<file path="src/rtl/fetch_pkg.sv">
// fetch_pkg
// Shared types and sizing helpers for the instruction fetch stage.
//   fetch_entry_t : one queued instruction together with its word address
//   cntWidth()    : width needed to hold a count in the range 0..depth
package fetch_pkg;

    localparam int FETCH_XLEN  = 32;
    localparam int FETCH_DEPTH = 4;

    // A count of 0..depth inclusive needs one more code than a pointer does.
    function automatic int cntWidth(input int depth);
        return $clog2(depth + 1);
    endfunction

    localparam int FETCH_CNT_W = $clog2(FETCH_DEPTH + 1);

    typedef struct packed {
        logic [FETCH_XLEN-1:0] pc;
        logic [FETCH_XLEN-1:0] instr;
    } fetch_entry_t;

endpackage

</file>
<file path="src/rtl/fetch_if.sv">
// fetch_if
// Bundles the fetch stage's instruction-memory and decode/redirect signals.
//   master : the fetch unit (drives memory requests and the decode-side head)
//   slave  : the environment (memory, execute redirect, decode)
// Signals:
//   o_imem_req_valid / i_imem_req_ready / o_imem_addr : request handshake
//   i_imem_rsp_valid / i_imem_rdata                   : in-order responses
//   i_redirect_valid / i_redirect_pc                  : flush and restart
//   o_fetch_valid / o_fetch_instr / o_fetch_pc / i_dec_ready : decode handshake
interface fetch_if
    import fetch_pkg::*;
#(
    parameter int XLEN = FETCH_XLEN
) ();

    logic            o_imem_req_valid;
    logic            i_imem_req_ready;
    logic [XLEN-1:0] o_imem_addr;
    logic            i_imem_rsp_valid;
    logic [XLEN-1:0] i_imem_rdata;
    logic            i_redirect_valid;
    logic [XLEN-1:0] i_redirect_pc;
    logic            o_fetch_valid;
    logic [XLEN-1:0] o_fetch_instr;
    logic [XLEN-1:0] o_fetch_pc;
    logic            i_dec_ready;

    modport master (
        output o_imem_req_valid, o_imem_addr,
        output o_fetch_valid, o_fetch_instr, o_fetch_pc,
        input  i_imem_req_ready, i_imem_rsp_valid, i_imem_rdata,
        input  i_redirect_valid, i_redirect_pc, i_dec_ready
    );

    modport slave (
        input  o_imem_req_valid, o_imem_addr,
        input  o_fetch_valid, o_fetch_instr, o_fetch_pc,
        output i_imem_req_ready, i_imem_rsp_valid, i_imem_rdata,
        output i_redirect_valid, i_redirect_pc, i_dec_ready
    );

endinterface

</file>
<file path="src/rtl/fetch_fifo.sv">
// fetch_fifo
// Synchronous FIFO of fetch_entry_t with flush.
//   clk_i, rst_i   : clock, asynchronous active-high reset
//   push_i, pushData_i : write an entry at the tail
//   pop_i          : retire the head entry (ignored while empty)
//   flush_i        : drop all entries; wins over push and pop
//   headData_o     : current head entry
//   count_o, full_o, empty_o : occupancy
module fetch_fifo
    import fetch_pkg::*;
#(
    parameter int DEPTH = FETCH_DEPTH
) (
    input  logic                              clk_i,
    input  logic                              rst_i,
    input  logic                              push_i,
    input  fetch_entry_t                      pushData_i,
    input  logic                              pop_i,
    input  logic                              flush_i,
    output fetch_entry_t                      headData_o,
    output logic [$clog2(DEPTH + 1)-1:0]      count_o,
    output logic                              full_o,
    output logic                              empty_o
);

    localparam int CNT_W = cntWidth(DEPTH);
    localparam int PTR_W = $clog2(DEPTH);
    localparam logic [CNT_W-1:0] DEPTH_C = DEPTH[CNT_W-1:0];

    fetch_entry_t     mem [DEPTH];
    logic [PTR_W-1:0] head_q;
    logic [PTR_W-1:0] tail_q;
    logic [CNT_W-1:0] count_q;
    logic             doPop;

    // Popping an empty queue would corrupt the pointers, so it is ignored.
    assign doPop = pop_i && (count_q != '0);

    // Pointers are power-of-two sized, so natural overflow gives the wrap.
    always_ff @(posedge clk_i or posedge rst_i) begin
        if (rst_i) begin
            head_q  <= '0;
            tail_q  <= '0;
            count_q <= '0;
        end else if (flush_i) begin
            head_q  <= '0;
            tail_q  <= '0;
            count_q <= '0;
        end else begin
            if (push_i) begin
                tail_q <= tail_q + PTR_W'(1);
            end
            if (doPop) begin
                head_q <= head_q + PTR_W'(1);
            end
            if (push_i && !doPop) begin
                count_q <= count_q + CNT_W'(1);
            end else if (!push_i && doPop) begin
                count_q <= count_q - CNT_W'(1);
            end
        end
    end

    // Storage needs no reset: an entry is only read after it was written.
    always_ff @(posedge clk_i) begin
        if (push_i && !flush_i) begin
            mem[tail_q] <= pushData_i;
        end
    end

    assign headData_o = mem[head_q];
    assign count_o    = count_q;
    assign full_o     = (count_q == DEPTH_C);
    assign empty_o    = (count_q == '0);

endmodule

</file>
<file path="src/rtl/fetch_unit.sv">
// fetch_unit
// Pipelined instruction fetch stage. Issues word-addressed requests to a
// variable-latency in-order memory, queues responses with their PCs and hands
// them to decode. A redirect flushes the queue and marks every in-flight
// response as stale so it is silently dropped on return.
//   i_clk, i_rst : clock, asynchronous active-high reset
//   bus          : fetch_if master (memory request/response, redirect, decode)
module fetch_unit
    import fetch_pkg::*;
#(
    parameter int              XLEN     = FETCH_XLEN,
    parameter int              DEPTH    = FETCH_DEPTH,
    parameter logic [XLEN-1:0] RESET_PC = '0
) (
    input  logic     i_clk,
    input  logic     i_rst,
    fetch_if.master  bus
);

    localparam int CNT_W = cntWidth(DEPTH);
    localparam logic [CNT_W:0] DEPTH_C = DEPTH[CNT_W:0];

    logic [XLEN-1:0]  reqPc_q;
    logic [XLEN-1:0]  reqPc_d;
    logic [XLEN-1:0]  rspPc_q;
    logic [XLEN-1:0]  rspPc_d;
    logic [CNT_W-1:0] outstanding_q;
    logic [CNT_W-1:0] outstanding_d;
    logic [CNT_W-1:0] stale_q;
    logic [CNT_W-1:0] stale_d;

    logic [CNT_W-1:0] fifoCount;
    logic             fifoFull;
    logic             fifoEmpty;
    logic [CNT_W:0]   creditsUsed;
    logic             redirect;
    logic             reqFire;
    logic             rspValid;
    logic             rspAccept;
    logic             pop;
    fetch_entry_t     pushEntry;
    fetch_entry_t     headEntry;

    assign redirect = bus.i_redirect_valid;
    assign rspValid = bus.i_imem_rsp_valid;

    // Every queued entry plus every in-flight request holds one queue slot,
    // which is what guarantees a response always finds room.
    assign creditsUsed          = {1'b0, fifoCount} + {1'b0, outstanding_q};
    assign bus.o_imem_req_valid = !redirect && (creditsUsed < DEPTH_C);
    assign bus.o_imem_addr      = reqPc_q;
    assign reqFire              = bus.o_imem_req_valid && bus.i_imem_req_ready;

    // A response is kept only when nothing older than it is still stale.
    assign rspAccept = rspValid && (stale_q == '0) && !redirect;

    assign bus.o_fetch_valid = !fifoEmpty && !redirect;
    assign bus.o_fetch_instr = headEntry.instr;
    assign bus.o_fetch_pc    = headEntry.pc;
    assign pop               = bus.o_fetch_valid && bus.i_dec_ready;

    assign pushEntry.pc    = rspPc_q;
    assign pushEntry.instr = bus.i_imem_rdata;

    // Next-state for PCs and credit/stale accounting. On a redirect no
    // request fires, so outstanding_d already equals "in flight minus the
    // response arriving now", which is exactly what must become stale.
    always_comb begin
        reqPc_d       = reqPc_q;
        rspPc_d       = rspPc_q;
        outstanding_d = outstanding_q;
        stale_d       = stale_q;
        if (reqFire) begin
            reqPc_d       = reqPc_q + XLEN'(1);
            outstanding_d = outstanding_q + CNT_W'(1);
        end
        if (rspValid) begin
            outstanding_d = outstanding_d - CNT_W'(1);
        end
        if (redirect) begin
            reqPc_d = bus.i_redirect_pc;
            rspPc_d = bus.i_redirect_pc;
            stale_d = outstanding_d;
        end else if (rspValid) begin
            if (stale_q != '0) begin
                stale_d = stale_q - CNT_W'(1);
            end else begin
                rspPc_d = rspPc_q + XLEN'(1);
            end
        end
    end

    // State registers.
    always_ff @(posedge i_clk or posedge i_rst) begin
        if (i_rst) begin
            reqPc_q       <= RESET_PC;
            rspPc_q       <= RESET_PC;
            outstanding_q <= '0;
            stale_q       <= '0;
        end else begin
            reqPc_q       <= reqPc_d;
            rspPc_q       <= rspPc_d;
            outstanding_q <= outstanding_d;
            stale_q       <= stale_d;
        end
    end

    fetch_fifo #(
        .DEPTH (DEPTH)
    ) u_fifo (
        .clk_i      (i_clk),
        .rst_i      (i_rst),
        .push_i     (rspAccept),
        .pushData_i (pushEntry),
        .pop_i      (pop),
        .flush_i    (redirect),
        .headData_o (headEntry),
        .count_o    (fifoCount),
        .full_o     (fifoFull),
        .empty_o    (fifoEmpty)
    );

    // Credit accounting must never let a kept response hit a full queue,
    // and the memory must never answer a request that was not made.
    a_noOverflow : assert property (@(posedge i_clk) disable iff (i_rst)
        !(rspAccept && fifoFull && !pop));
    a_noSpuriousRsp : assert property (@(posedge i_clk) disable iff (i_rst)
        !(rspValid && (outstanding_q == '0)));

endmodule

</file>
<file path="src/flat_wrapper.sv">
// flat-port wrapper written by rule: the top's interface ports become plain ports
module fetch_unit_flat import fetch_pkg::*;
#(
    parameter int              XLEN     = FETCH_XLEN,
    parameter int              DEPTH    = FETCH_DEPTH,
    parameter logic [XLEN-1:0] RESET_PC = '0
)
  (i_clk, i_rst, bus_o_imem_req_valid, bus_o_imem_addr, bus_o_fetch_valid, bus_o_fetch_instr, bus_o_fetch_pc, bus_i_imem_req_ready, bus_i_imem_rsp_valid, bus_i_imem_rdata, bus_i_redirect_valid, bus_i_redirect_pc, bus_i_dec_ready);
  fetch_if #(.XLEN(XLEN)) bus_i ();
  input  logic i_clk;
  input  logic i_rst;
  output wire logic [$bits(bus_i.o_imem_req_valid)-1:0] bus_o_imem_req_valid;
  output wire logic [$bits(bus_i.o_imem_addr)-1:0] bus_o_imem_addr;
  output wire logic [$bits(bus_i.o_fetch_valid)-1:0] bus_o_fetch_valid;
  output wire logic [$bits(bus_i.o_fetch_instr)-1:0] bus_o_fetch_instr;
  output wire logic [$bits(bus_i.o_fetch_pc)-1:0] bus_o_fetch_pc;
  input wire logic [$bits(bus_i.i_imem_req_ready)-1:0] bus_i_imem_req_ready;
  input wire logic [$bits(bus_i.i_imem_rsp_valid)-1:0] bus_i_imem_rsp_valid;
  input wire logic [$bits(bus_i.i_imem_rdata)-1:0] bus_i_imem_rdata;
  input wire logic [$bits(bus_i.i_redirect_valid)-1:0] bus_i_redirect_valid;
  input wire logic [$bits(bus_i.i_redirect_pc)-1:0] bus_i_redirect_pc;
  input wire logic [$bits(bus_i.i_dec_ready)-1:0] bus_i_dec_ready;
  assign bus_o_imem_req_valid = bus_i.o_imem_req_valid;
  assign bus_o_imem_addr = bus_i.o_imem_addr;
  assign bus_o_fetch_valid = bus_i.o_fetch_valid;
  assign bus_o_fetch_instr = bus_i.o_fetch_instr;
  assign bus_o_fetch_pc = bus_i.o_fetch_pc;
  assign bus_i.i_imem_req_ready = bus_i_imem_req_ready;
  assign bus_i.i_imem_rsp_valid = bus_i_imem_rsp_valid;
  assign bus_i.i_imem_rdata = bus_i_imem_rdata;
  assign bus_i.i_redirect_valid = bus_i_redirect_valid;
  assign bus_i.i_redirect_pc = bus_i_redirect_pc;
  assign bus_i.i_dec_ready = bus_i_dec_ready;
  fetch_unit #(.XLEN(XLEN), .DEPTH(DEPTH), .RESET_PC(RESET_PC)) u_core (.i_clk(i_clk), .i_rst(i_rst), .bus(bus_i));
endmodule
</file>
<file path="config.mk">
export PLATFORM = sky130hd
export DESIGN_NAME = fetch_unit_flat
export DESIGN_NICKNAME = d
export VERILOG_FILES = /design/src/rtl/fetch_pkg.sv /design/src/rtl/fetch_if.sv /design/src/rtl/fetch_fifo.sv /design/src/rtl/fetch_unit.sv /design/src/flat_wrapper.sv
export SDC_FILE = /design/constraint.sdc
export NUM_CORES = 1
export LEC_CHECK = 0
export ABC_AREA = 1
export BUFFER_PORTS_ARGS = -buffer_cell sky130_fd_sc_hd__buf_2
export CAP_MARGIN = 20
export CORE_AREA = 2 2 193 148
export CTS_BUF_LIST = sky130_fd_sc_hd__clkbuf_16
export CTS_CLUSTER_DIAMETER = 80
export DETAILED_ROUTE_END_ITERATION = 10
export DIE_AREA = 0 0 195 150
export PLACE_DENSITY_LB_ADDON = 0.15
export SLEW_MARGIN = 0
export SYNTH_ARGS = -nofsm -noshare
export SYNTH_HDL_FRONTEND = slang
export SYNTH_SLANG_ARGS = --single-unit
</file>
<file path="constraint.sdc">
create_clock -name i_clk -period 7.6 [get_ports i_clk]
set_input_delay 1.52 -clock i_clk [delete_from_list [all_inputs] [get_ports i_clk]]
set_output_delay 1.52 -clock i_clk [all_outputs]
set_load 0.005 [all_outputs]
</file>
==> Word level (Yosys, flattened, before mapping) <==
Memories as Yosys holds them, arrays and structs flattened.
Index checks and enable logic that the tools add are counted.
W data, S select, Z words.
{ "word_totals": {"regBits": 77, "mem_bits_rw": 256, "in_bits": 70, "out_inout_bits": 98, "word_cells": 65, "memories": 1} }
{ "op_classes": {"n_addsub": 10, "magnitude_cmp": 1, "n_eq_ne": 1, "n_mux": 19, "reduce_logical": 26} }
{ "mem_list": {"columns": ["memory", "depth", "word_bits", "rd", "rd_ports_with_merged_regs", "write_ports", "line_no", "rtl"], "rows": [
  ["u_core.u_fifo.mem", 4, 64, 1, 0, 1, "fetch_fifo.sv:30", "fetch_entry_t mem [DEPTH];"]
]} }
{ "ops": {"columns": ["cell", "n"], "rows": [
  ["$mux W32", 5],
  ["$add A32 B1 Y32 const B", 2],
  ["$mux W3", 8],
  ["$logic_and A1 B1 Y1", 10],
  ["$reduce_bool A2 Y1", 5],
  ["$reduce_bool A3 Y1", 3],
  ["$sub A3 B1 Y3 const B", 3],
  ["$mux W2", 4],
  ["$add A3 B1 Y3 const B", 2],
  ["$logic_not A3 Y1", 2],
  ["$add A2 B1 Y2 const B", 2],
  ["$add A3 B3 Y4", 1],
  ["$logic_not A1 Y1", 4],
  ["$lt A4 B3 Y1 const B", 1],
  ["$reduce_and A2 Y1", 2],
  ["$mux W1", 2],
  ["$ne A2 B2 Y1 const B", 1]
]} }

==> Depth between registers and ports, before layout <==
{ "logic_depth": {"word_depth": 9, "depth_mapped": 15, "depth_no_buf": 15} }

==> Hierarchy <==
A second synthesis with hierarchy kept.
{ "hier_totals": {"hier_cells": 1439, "hier_area_um2": 14925.6} }
{ "by_module_without_submodules": {"columns": ["module", "n_inst", "cells_per_inst", "area_each_um2", "seq_area_each_um2"], "rows": [
  ["fetch_fifo", 1, 688, 9965.8, 7862.5],
  ["fetch_unit", 1, 751, 4959.8, 1751.7]
]} }

==> Worst setup path before layout <==
OpenSTA, ideal clock, no wires.
{ "synth_path": {"path_kind": "input-to-reg", "start": "in bus_i_redirect_valid", "end": "mem u_core.u_fifo.mem[0][0] in the netlist's numbering, enable pin", "setup_ps": 486, "t_arrival_ps": 4607, "path_slack_ps": 2507, "cell_stages": 4, "n_path_buf": 1, "cell_sequence": "buf_6 nor2_4 inv_2 nor2_1"} }
{ "synth_via": {"elab_chain_cells": 5} }
{ "synth_lines": {"columns": ["element", "line_no", "rtl"], "rows": [
  ["from (decl)", "flat_wrapper.sv:20", "input wire logic [$bits(bus_i.i_redirect_valid)-1:0] bus_i_redirect_valid;"],
  ["$logic_not A1 Y1 *", "fetch_fifo.sv:66, fetch_unit.sv:55", null],
  ["$logic_and A1 B1 Y1", "fetch_unit.sv:55", "assign rspAccept = rspValid && (stale_q == '0) && !redirect;"],
  ["$logic_and A1 B1 Y1 *", "fetch_fifo.sv:66", "if (push_i && !flush_i) begin"],
  ["$mux W1 *", "fetch_fifo.sv:66", null],
  ["$mux W1 (not written as such) *", "fetch_fifo.sv:67", "mem[tail_q] <= pushData_i;"],
  ["to (decl)", "fetch_fifo.sv:30", null]
]} }
Mark *: on every way between the ends. The rest lies on a longest branch, timed or not.

==> Worst setup path after layout <==
{ "layout_path": {"start": "reg u_core.u_fifo.head_q[0]", "end": "out bus_o_fetch_pc[14]"} }
{ "layout_via": {"elab_chain_cells": 1} }
{ "layout_lines": {"columns": ["element", "line_no", "rtl"], "rows": [
  ["from (decl)", "fetch_fifo.sv:31", "logic [PTR_W-1:0] head_q;"],
  ["from (signal assigned)", "fetch_fifo.sv:54", "head_q <= head_q + PTR_W'(1);"],
  ["$mem_v2 Z4 W64", null, null],
  ["to (decl)", "flat_wrapper.sv:16", "output wire logic [$bits(bus_i.o_fetch_pc)-1:0] bus_o_fetch_pc;"]
]} }
Every way passes these cells.

==> flow_metrics.env <==
export IMPL_vias=11100
export IMPL_fin_crit_ps=4610
export IMPL_synth_compound_area_share_pct=9.95
export IMPL_hold_viol=0
export IMPL_nNetsFinal=1677
export IMPL_synth_top_area_share_pct=51.9
export IMPL_cts_clk_slew_worst_paths_ps=60
export IMPL_wire_per_inst_um=18.4
export IMPL_syn_inst=1437
export IMPL_pwr_share_comb_pct=22.1
export IMPL_cap_violations=0
export IMPL_numCtsBuffers=34
export IMPL_die_w_um=195
export IMPL_synth_xor_area_share_pct=1.54
export IMPL_muxShareOfSynthArea_pct=0
export IMPL_ir_drop_mv=0.157
export IMPL_syn_to_final_growth_pct=15.2
export IMPL_core_area_sq_um=27500
export IMPL_grtUsageMet3_pct=3.92
export IMPL_max_stage_delay_ps=750
export IMPL_drt_pass1_iterations=7
export IMPL_finalCritPeriodShare_pct=60.6
export IMPL_grt_overflow=0
export IMPL_syn_num_nets=1520
export IMPL_synth_edff_count=256
export IMPL_insertion_delay_ps=510
export IMPL_antenna_found_initial=0
export IMPL_ant_nets=0
export IMPL_relSlewSlack_pct=25.2
export IMPL_initial_core_util_pct=54.0
export IMPL_root_buffer="clkbuf_16"
export IMPL_intPower_mw=3.43
export IMPL_pwr_share_seq_pct=46.4
export IMPL_num_rows=53
export IMPL_clk_path_buf_depth=3
export IMPL_status="completed"
export IMPL_r2r_end="u_core.u_fifo.mem[0][60]"
export IMPL_fmax_ghz=0.217
export IMPL_p_sw_share_pct=31.2
export IMPL_p_switching_mw=1.56
export IMPL_synth_simple_area_share_pct=18.3
export IMPL_ys_ff_latch=333
export IMPL_critical_path_cell_chain="clkinv_2 -> buf_4 -> o21ai_0 -> o22ai_1 -> buf_2"
export IMPL_post_cts_buffers=0
export IMPL_synth_top_family_by_area="simple AND/OR/NAND/NOR gates"
export IMPL_powerDensity_nw_per_um2=293
export IMPL_fillers=2272
export IMPL_cp_slowest_cell="buf_4"
export IMPL_track_usage_pct=25.0
export IMPL_path_class="register to output port"
export IMPL_rsz0062_at_grt="no"
export IMPL_drive_above_1_share_pct=16.7
export IMPL_busiest_layer="met1"
export IMPL_hold_buffers=0
export IMPL_use_met1_pct=37.9
export IMPL_critPathLaunchType="register"
export IMPL_crit_start="u_core.u_fifo.head_q[0]"
export IMPL_crit_path_end_kind="output port"
export IMPL_yosysTopAreaCell="edfxtp_1"
export IMPL_reg2reg_depth=7
export IMPL_ys_top_cells_by_count="nand2_1, edfxtp_1, nor2_1"
export IMPL_place_congestion=0.933
export IMPL_setup_tns_ps=0
export IMPL_yosysSeqAreaShare_pct=64.9
export IMPL_grt_pass1_wl_um=56800
export IMPL_grt_use_met2_pct=37.7
export IMPL_required_ps=6080
export IMPL_grt_pass1_vias=10300
export IMPL_cts_resized=0
export IMPL_die_area_sq_um=29300
export IMPL_cts_tree="yes"
export IMPL_yosysWarnings=0
export IMPL_synthAdderAreaFrac_pct=1.15
export IMPL_wl_um=36400
export IMPL_worstPathArrival_ps=3090
export IMPL_drt_iter0_drc=1102
export IMPL_worstMarginPinSlew_ps=1120
export IMPL_route_detailed_drc=0
export IMPL_htreeDepth=2
export IMPL_dp_hpwl_um=24100
export IMPL_finalSetupViolCount=0
export IMPL_cp_endpoint="bus_o_fetch_pc[14]"
export IMPL_clockPowerShare_pct=31.5
export IMPL_r2r_start="u_core.stale_q[0]"
export IMPL_multi_input_comb_area_sq_um=4610
export IMPL_ys_types=43
export IMPL_ys_flop_type="edfxtp_1"
export IMPL_viasPerCell=5.60
export IMPL_regArea_sq_um=9620
export IMPL_numClockSinks=333
export IMPL_avgSynthCellArea_sq_um=10.3
export IMPL_grt_max_degree=99
export IMPL_async_flop_share_pct=23.1
export IMPL_reg2reg_setup_slack_ps=4250
export IMPL_die_h_um=150
export IMPL_ios=168
export IMPL_ys_top_cells_by_area="edfxtp_1, dfrtp_1, nand2_1"
export IMPL_hold_path_class="register to register"
export IMPL_fin_skew_ps=17.6
export IMPL_final_max_slew_violation_count=0
export IMPL_cellLeakagePower_nw=6.68
export IMPL_yosysMostFrequentCell="nand2_1"
export IMPL_num_antenna_cells=0
export IMPL_critPathMaxFanout=87
export IMPL_p_total_mw=4.99
export IMPL_io_buffers=167
export IMPL_syn_cell_area_sq_um=14800
[worst max-delay path, delay by kind of cell (launching register included)]
kind	cells	cell delay (ps)
DFF	1	620
buffers and inverters	3	1410
AOI/OAI and AO/OA	2	500
[worst min-delay path by stage]
stage | to | from | cells after the start
after floorplan | u_core.u_fifo.mem[0][63] | u_core.rspPc_q[31] | 0
after global placement | u_core.u_fifo.tail_q[0] | u_core.u_fifo.tail_q[0] | 1
after detailed placement | u_core.u_fifo.tail_q[0] | u_core.u_fifo.tail_q[0] | 1
after CTS | u_core.u_fifo.tail_q[0] | u_core.u_fifo.tail_q[0] | 1
after global routing | u_core.u_fifo.tail_q[0] | u_core.u_fifo.tail_q[0] | 1
final | u_core.u_fifo.tail_q[0] | u_core.u_fifo.tail_q[0] | 1
[power by group through the flow]
| stage | Clock [mW] | Combinational (mW) | Sequential [mW] |
|---|---|---|---|
| after detailed placement | 0 | 1.10 | 2.35 |
| after floorplan | 0 | 0.737 | 2.28 |
| after global routing | 1.67 | 1.25 | 2.34 |
| final | 1.57 | 1.10 | 2.32 |
| after CTS | 1.60 | 1.10 | 2.31 |
| after global placement | 0 | 1.08 | 2.35 |
[area by class of cell]
cell class | instances | share of cell area, %
clock buffers | 35 | 5.13
clock inverters | 25 | 1.06
inverters | 93 | 2.06
multi-input cells | 952 | 27.0
flip-flops and latches | 333 | 56.4
well taps | 357 | 2.62
repair buffers | 180 | 5.78
[registers in the layout, indices dropped and copies added (netlist names)]
| signal | count |
|---|---|
| u_core.outstanding_q | 3 |
| u_core.u_fifo.head_q | 2 |
| u_core.u_fifo.mem | 256 |
| u_core.stale_q | 3 |
| u_core.u_fifo.tail_q | 2 |
| u_core.rspPc_q | 32 |
| u_core.bus.o_imem_addr | 32 |
| u_core.u_fifo.count_o | 3 |
[stage by stage]
step	hold WS [ps]	setup WS [ps]	instance area (sq um)	instances	utilization, %
final	570	2990	17100	1975	62.2
after CTS	565	2950	17000	1973	62.0
after global placement	540	3070	15900	1912	58.1
after detailed placement	557	3110	16000	1913	58.1
after global routing	609	2730	17100	1975	62.2
after floorplan	509	2510	14800	1437	-
[cell usage in the layout (no fill, tap or decap), types with 11 or more instances in the layout]
cell type and count:
nor3_1 18, buf_2 167, a21oi_1 14, nand3_1 67
inv_1 90, o22ai_1 65, clkbuf_16 35, dfrtp_1 75
xor2_1 21, ha_1 12, edfxtp_1 256, nand2_1 308
nor2_1 213, inv_2 11, o21ai_0 153
[cell families after synthesis]
logic type                 count (synthesis)
buffers and inverters                    152
DFF                                      333
xor gates and xnor gates                  26
AOI/OAI and AO/OA                        264
adders and majority gates                 13
and+or+nand+nor                          649
[layer usage]
| metal | vias up | wire [um] |
|---|---|---|
| li1 | 5265 | - |
| met1 | 5308 | 16800 |
| met2 | 437 | 16000 |
| met3 | 59 | 2780 |
| met4 | 0 | 804 |
| met5 | - | 0 |
Note: power is estimated with default switching activity, not from simulation.
